<file path="src/rtl/serial_adder_if.sv">
// Handshake and operand/result bundle for the bit-serial adder.
// The master issues operands on start; the slave reports the result on done.
interface serial_adder_if #(
    parameter int WIDTH = 8
);
    logic             start;
    logic [WIDTH-1:0] A;
    logic [WIDTH-1:0] B;
    logic             carry_in;
    logic             ready;
    logic             done;
    logic [WIDTH-1:0] sum;
    logic             carry_out;
    logic             overflow;

    modport master (
        output start, A, B, carry_in,
        input  ready, done, sum, carry_out, overflow
    );

    modport slave (
        input  start, A, B, carry_in,
        output ready, done, sum, carry_out, overflow
    );
endinterface

</file>
<file path="src/rtl/serial_adder.sv">
// Bit-serial adder: one full-adder slice and a carry flop.
// Produces A+B+carry_in LSB first over WIDTH cycles.
module serial_adder #(
    parameter int WIDTH = 8
) (
    input logic           clk,
    input logic           rst,
    serial_adder_if.slave bus
);
    localparam int CW = (WIDTH > 1) ? $clog2(WIDTH) : 1;

    typedef enum logic {
        IDLE,
        RUN
    } state_t;

    state_t           state;
    state_t           state_nx;
    logic [WIDTH-1:0] a_sh;
    logic [WIDTH-1:0] b_sh;
    logic [WIDTH-1:0] res;
    logic [CW-1:0]    cnt;
    logic             c;
    logic             done_r;
    logic             cout_r;
    logic             ovf_r;
    logic             s;
    logic             c_nx;
    logic             last;
    logic             accept;

    always_comb begin
        s    = a_sh[0] ^ b_sh[0] ^ c;
        c_nx = (a_sh[0] & b_sh[0]) | (a_sh[0] & c) | (b_sh[0] & c);
    end

    assign last   = (cnt == CW'(WIDTH - 1));
    assign accept = (state == IDLE) && bus.start;

    always_ff @(posedge clk or posedge rst) begin
        if (rst) state <= IDLE;
        else     state <= state_nx;
    end

    always_comb begin
        state_nx = state;
        case (state)
            IDLE:    if (bus.start) state_nx = RUN;
            RUN:     if (last)      state_nx = IDLE;
            default:                state_nx = IDLE;
        endcase
    end

    always_ff @(posedge clk or posedge rst) begin
        if (rst) begin
            a_sh   <= '0;
            b_sh   <= '0;
            res    <= '0;
            cnt    <= '0;
            c      <= 1'b0;
            done_r <= 1'b0;
            cout_r <= 1'b0;
            ovf_r  <= 1'b0;
        end else begin
            done_r <= 1'b0;
            if (accept) begin
                a_sh   <= bus.A;
                b_sh   <= bus.B;
                c      <= bus.carry_in;
                cnt    <= '0;
                res    <= '0;
                cout_r <= 1'b0;
                ovf_r  <= 1'b0;
            end else if (state == RUN) begin
                // Sum bits enter at the MSB so the word ends LSB-aligned.
                res  <= {s, res[WIDTH-1:1]};
                a_sh <= a_sh >> 1;
                b_sh <= b_sh >> 1;
                c    <= c_nx;
                if (last) begin
                    cout_r <= c_nx;
                    ovf_r  <= c ^ c_nx;
                    done_r <= 1'b1;
                end else begin
                    cnt <= cnt + 1'b1;
                end
            end
        end
    end

    assign bus.ready     = (state == IDLE);
    assign bus.done      = done_r;
    assign bus.sum       = res;
    assign bus.carry_out = cout_r;
    assign bus.overflow  = ovf_r;
endmodule
</file>
<file path="src/flat_wrapper.sv">
// flat-port wrapper written by rule: the top's interface ports become plain ports
module serial_adder_flat 
#(
    parameter int WIDTH = 8
)
  (clk, rst, bus_start, bus_A, bus_B, bus_carry_in, bus_ready, bus_done, bus_sum, bus_carry_out, bus_overflow);
  serial_adder_if #(.WIDTH(WIDTH)) bus_i ();
  input logic clk;
  input logic rst;
  input wire logic [$bits(bus_i.start)-1:0] bus_start;
  input wire logic [$bits(bus_i.A)-1:0] bus_A;
  input wire logic [$bits(bus_i.B)-1:0] bus_B;
  input wire logic [$bits(bus_i.carry_in)-1:0] bus_carry_in;
  output wire logic [$bits(bus_i.ready)-1:0] bus_ready;
  output wire logic [$bits(bus_i.done)-1:0] bus_done;
  output wire logic [$bits(bus_i.sum)-1:0] bus_sum;
  output wire logic [$bits(bus_i.carry_out)-1:0] bus_carry_out;
  output wire logic [$bits(bus_i.overflow)-1:0] bus_overflow;
  assign bus_i.start = bus_start;
  assign bus_i.A = bus_A;
  assign bus_i.B = bus_B;
  assign bus_i.carry_in = bus_carry_in;
  assign bus_ready = bus_i.ready;
  assign bus_done = bus_i.done;
  assign bus_sum = bus_i.sum;
  assign bus_carry_out = bus_i.carry_out;
  assign bus_overflow = bus_i.overflow;
  serial_adder #(.WIDTH(WIDTH)) u_core (.clk(clk), .rst(rst), .bus(bus_i));
endmodule
</file>
<file path="config.mk">
export PLATFORM = sky130hd
export DESIGN_NAME = serial_adder_flat
export DESIGN_NICKNAME = d
export VERILOG_FILES = /design/src/rtl/serial_adder_if.sv /design/src/rtl/serial_adder.sv /design/src/flat_wrapper.sv
export SDC_FILE = /design/constraint.sdc
export NUM_CORES = 1
export LEC_CHECK = 0
export BUFFER_PORTS_ARGS = -buffer_cell sky130_fd_sc_hd__buf_4
export CORE_MARGIN = 2
export CORE_UTILIZATION = 47
export CTS_CLUSTER_SIZE = 20
export DETAILED_ROUTE_END_ITERATION = 8
export HOLD_SLACK_MARGIN = 0.1
export PLACE_DENSITY = 0.72
export SYNTH_ARGS = -nofsm -noshare
export SYNTH_HDL_FRONTEND = slang
export SYNTH_SLANG_ARGS = --single-unit
</file>
<file path="constraint.sdc">
create_clock -name clk -period 1.45 [get_ports clk]
set_clock_uncertainty 0.15 [all_clocks]
set_input_delay 0.435 -clock clk [delete_from_list [all_inputs] [get_ports clk]]
set_output_delay 0.435 -clock clk [all_outputs]
set_load 0.005 [all_outputs]
</file>
==> flow_metrics.py <==
metrics = {
    "final_layout": {
        "drive_gt1_share_pct": 33.9,
        "design_area_sq_um": 1940,
        "diodes": 0,
        "syn2layout_area_growth_pct": 33.6,
        "utilization_pct": 64.7,
        "num-nets-final": 211,
    },
    "route": {
        "firstDrtPassIters": 4,
        "dr_total_vias": 1129,
        "wl_per_cell_um": 14.2,
        "avgViaCountPerCell": 5.16,
        "wl_um": 3100,
        "drt_first_iter_violations": 25,
        "ant_nets": 0,
        "drc": 0,
    },
    "global_route": {
        "grt_max_degree": 33,
        "track_usage_pct": 19.0,
        "grt_overflow_total": 0,
        "grt_pass1_vias": 1162,
        "antenna_found_initial": 0,
        "grt_first_pass_wirelength_um": 4890,
    },
    "placement": {
        "post-place-ws_ns": -0.0319,
        "place.gp.congestion": 0.690,
        "numPortBuffers": 31,
        "place_area_sq_um": 1740,
        "hpwl_um": 1970,
    },
    "clock_tree": {
        "root_buffer": "clkbuf_4",
        "cts_tree": "done",
        "cts_buffers": 5,
        "clk_pin_slew_worst_paths_ns": 0.09,
        "clk_latency_ns": 0.33,
        "htree_num_levels": 2,
        "clock_sinks": 32,
        "clockBufferDepth": 2,
    },
    "sta": {
        "fin_crit_sh_pct": 103,
        "rsz0062_at_grt": "true",
        "slew_headroom_pct": 78.0,
        "finalSetupViolations": 4,
        "fmax_mhz": 667,
        "worst_slack_ns": -0.0489,
        "drv_slew": 0,
        "hold_viol_final": 0,
        "period_needed_ns": 1.50,
        "tightest_slew_ns": 0.330,
    },
    "synthesis": {
        "async_flop_share_pct": 100,
        "synth_seq_area_share_pct": 55.1,
        "yosys-top-cells-area": "dfrtp_1, mux2i_1, nand2_1",
        "ys_warn_count": 0,
        "ys_top_cells_by_count": "nand2_1, dfrtp_1, o21ai_1",
        "synth_top_area_share_pct": 55.1,
        "yosysMostFrequentCell": "nand2_1",
        "yosysTopAreaCell": "dfrtp_1",
        "postSynthAreaPerCell_sq_um": 10.5,
        "ys_types": 18,
        "synth_edf_count": 0,
        "synth_area_sq_um": 1450,
        "syn_inst": 138,
        "ys.flop_type": "dfrtp_1",
        "synth_nets": 161,
        "ys_seq_elements": 32,
    },
    "floorplan": {
        "core_area_sq_um": 3000,
        "dieHeight_um": 59.6,
        "fp.dieW_um": 59.6,
        "rows": 20,
        "start_util_pct": 48.4,
        "die_area_sq_um": 3550,
        "io_pins": 32,
    },
    "setup_path": {
        "path_class": "reg -> out",
        "endpoint_kind": "primary output",
        "path_cells": "inv_2 -> buf_6",
        "slowest_stage": "dfrtp_2",
        "slowest_delay_ns": 0.43,
        "critical_path.top_delay_family": "flip-flops",
        "cp_max_fo": 2,
        "arrival_ns": 0.91,
        "worstPathRequired_ns": 0.87,
        "worst_setup_path_start_kind": "flop",
        "crit_buf_inv": 2,
    },
    "hold_path": {
        "hold_class": "in -> reg",
    },
    "status": {
        "status": "complete, but fails checks",
        "violations": "negative setup slack",
    },
    "power_and_ir_drop": {
        "ir_drop_v": 0.000912,
        "p_leak_nw": 0.966,
        "powerDensity_nw_per_um2": 1880,
    },
    "flow_run": {
        "max_cap_violations": 0,
    },
}
state kept, by name, summed over array words and instances (netlist names):
register	count
u_core.cnt	3
u_core.bus.carry_out	1
u_core.bus.overflow	1
u_core.state	1
u_core.c	1
u_core.b_sh	8
u_core.bus.done	1
u_core.a_sh	8
u_core.bus.sum	8
layout by cell type (no fill, tap or decap), types with 2 or more instances in the layout:
cell and count:
buf_6 13, buf_12 2, clkbuf_4 5, nand2_1 36, buf_4 36, o21ai_1 27
nor2_1 4, mux2i_1 20, dfrtp_1 31
power by group:
part,switching [mW],internal (mW)
clock,0.271,0.162
sequential,0.253,1.25
combinational,0.768,0.959
logic make-up (layout without fill, tap and decap cells):
kind of cell | count (synthesis) | in the layout | synth area share, %
AND/OR/NAND/NOR | 43 | 43 | 12.1
flip-flops | 32 | 32 | 55.1
AO/OA/AOI/OAI | 28 | 28 | 9.64
multiplexers | 20 | 20 | 13.8
buffers and inverters | 11 | 59 | 5.68
adder cells (fa/ha/maj) | 3 | 3 | 3.10
XOR/XNOR | 1 | 1 | 0.603
final timing paths:
path                                             from                          to  slack (ns)  cells after the start
min in group asynchronous                         rst  u_core.a_sh[3]$_DFFE_PP0P_        0.56                      4
max in group asynchronous                         rst      u_core.state$_DFF_PP0_        0.40                      4
setup / recovery               u_core.state$_DFF_PP0_                   bus_ready       -0.05                      2
hold reg to reg            u_core.b_sh[1]$_DFFE_PP0P_  u_core.b_sh[0]$_DFFE_PP0P_        0.35                      2
hold / removal                               bus_B[7]  u_core.b_sh[7]$_DFFE_PP0P_        0.20                      3
setup reg to reg            u_core.cnt[1]$_DFFE_PP0P_   u_core.cnt[0]$_DFFE_PP0P_        0.03                      5
final cells by class:
| class | count | area (sq um) |
|---|---|---|
| clock buffers | 5 | 37.5 |
| fillers | 234 | 1060 |
| inverters | 2 | 7.51 |
| flip-flops and latches | 32 | 802 |
| repair buffers | 52 | 467 |
| multi-input cells | 95 | 588 |
| well taps | 33 | 41.3 |
tightest hold or removal path, cell delays in order:
cell and delay [ns]:
buf_4 0.08, mux2i_1 0.05, nor2_1 0.08
metrics by stage:
stage / power, mW / cells / hold slack [ns] / setup TNS, ns
3_3_place_gp: 2.75 / 201 / 0.313 / 0
4_1_cts: 3.50 / 215 / 0.193 / -0.130
3_5_place_dp: 2.84 / 201 / 0.325 / -0.0952
5_1_grt: 3.94 / 219 / 0.216 / -0.414
6_report: 3.66 / 219 / 0.202 / -0.0634
2_1_floorplan: 2.27 / 138 / 0.296 / 0
metal layers:
| layer | vias up | global-route usage, % | routed length (um) |
|---|---|---|---|
| met5 | - | 0 | 0 |
| met4 | 0 | 6.67 | 39 |
| met3 | 5 | 6.55 | 104 |
| met2 | 19 | 33.8 | 1700 |
| met1 | 547 | 20.8 | 1260 |
| li1 | 558 | - | - |
what timing repair did:
action | CTS | global route
gates cloned | 0 | 0
setup buffers | 8 | 4
hold buffers | 1 | 0
resized for setup | 9 | 9
hold endpoints to repair | 32 | 0
endpoints found under the setup margin | 15 | 17
pin swaps | 0 | 2
Note: power is estimated with default switching activity, not from simulation.
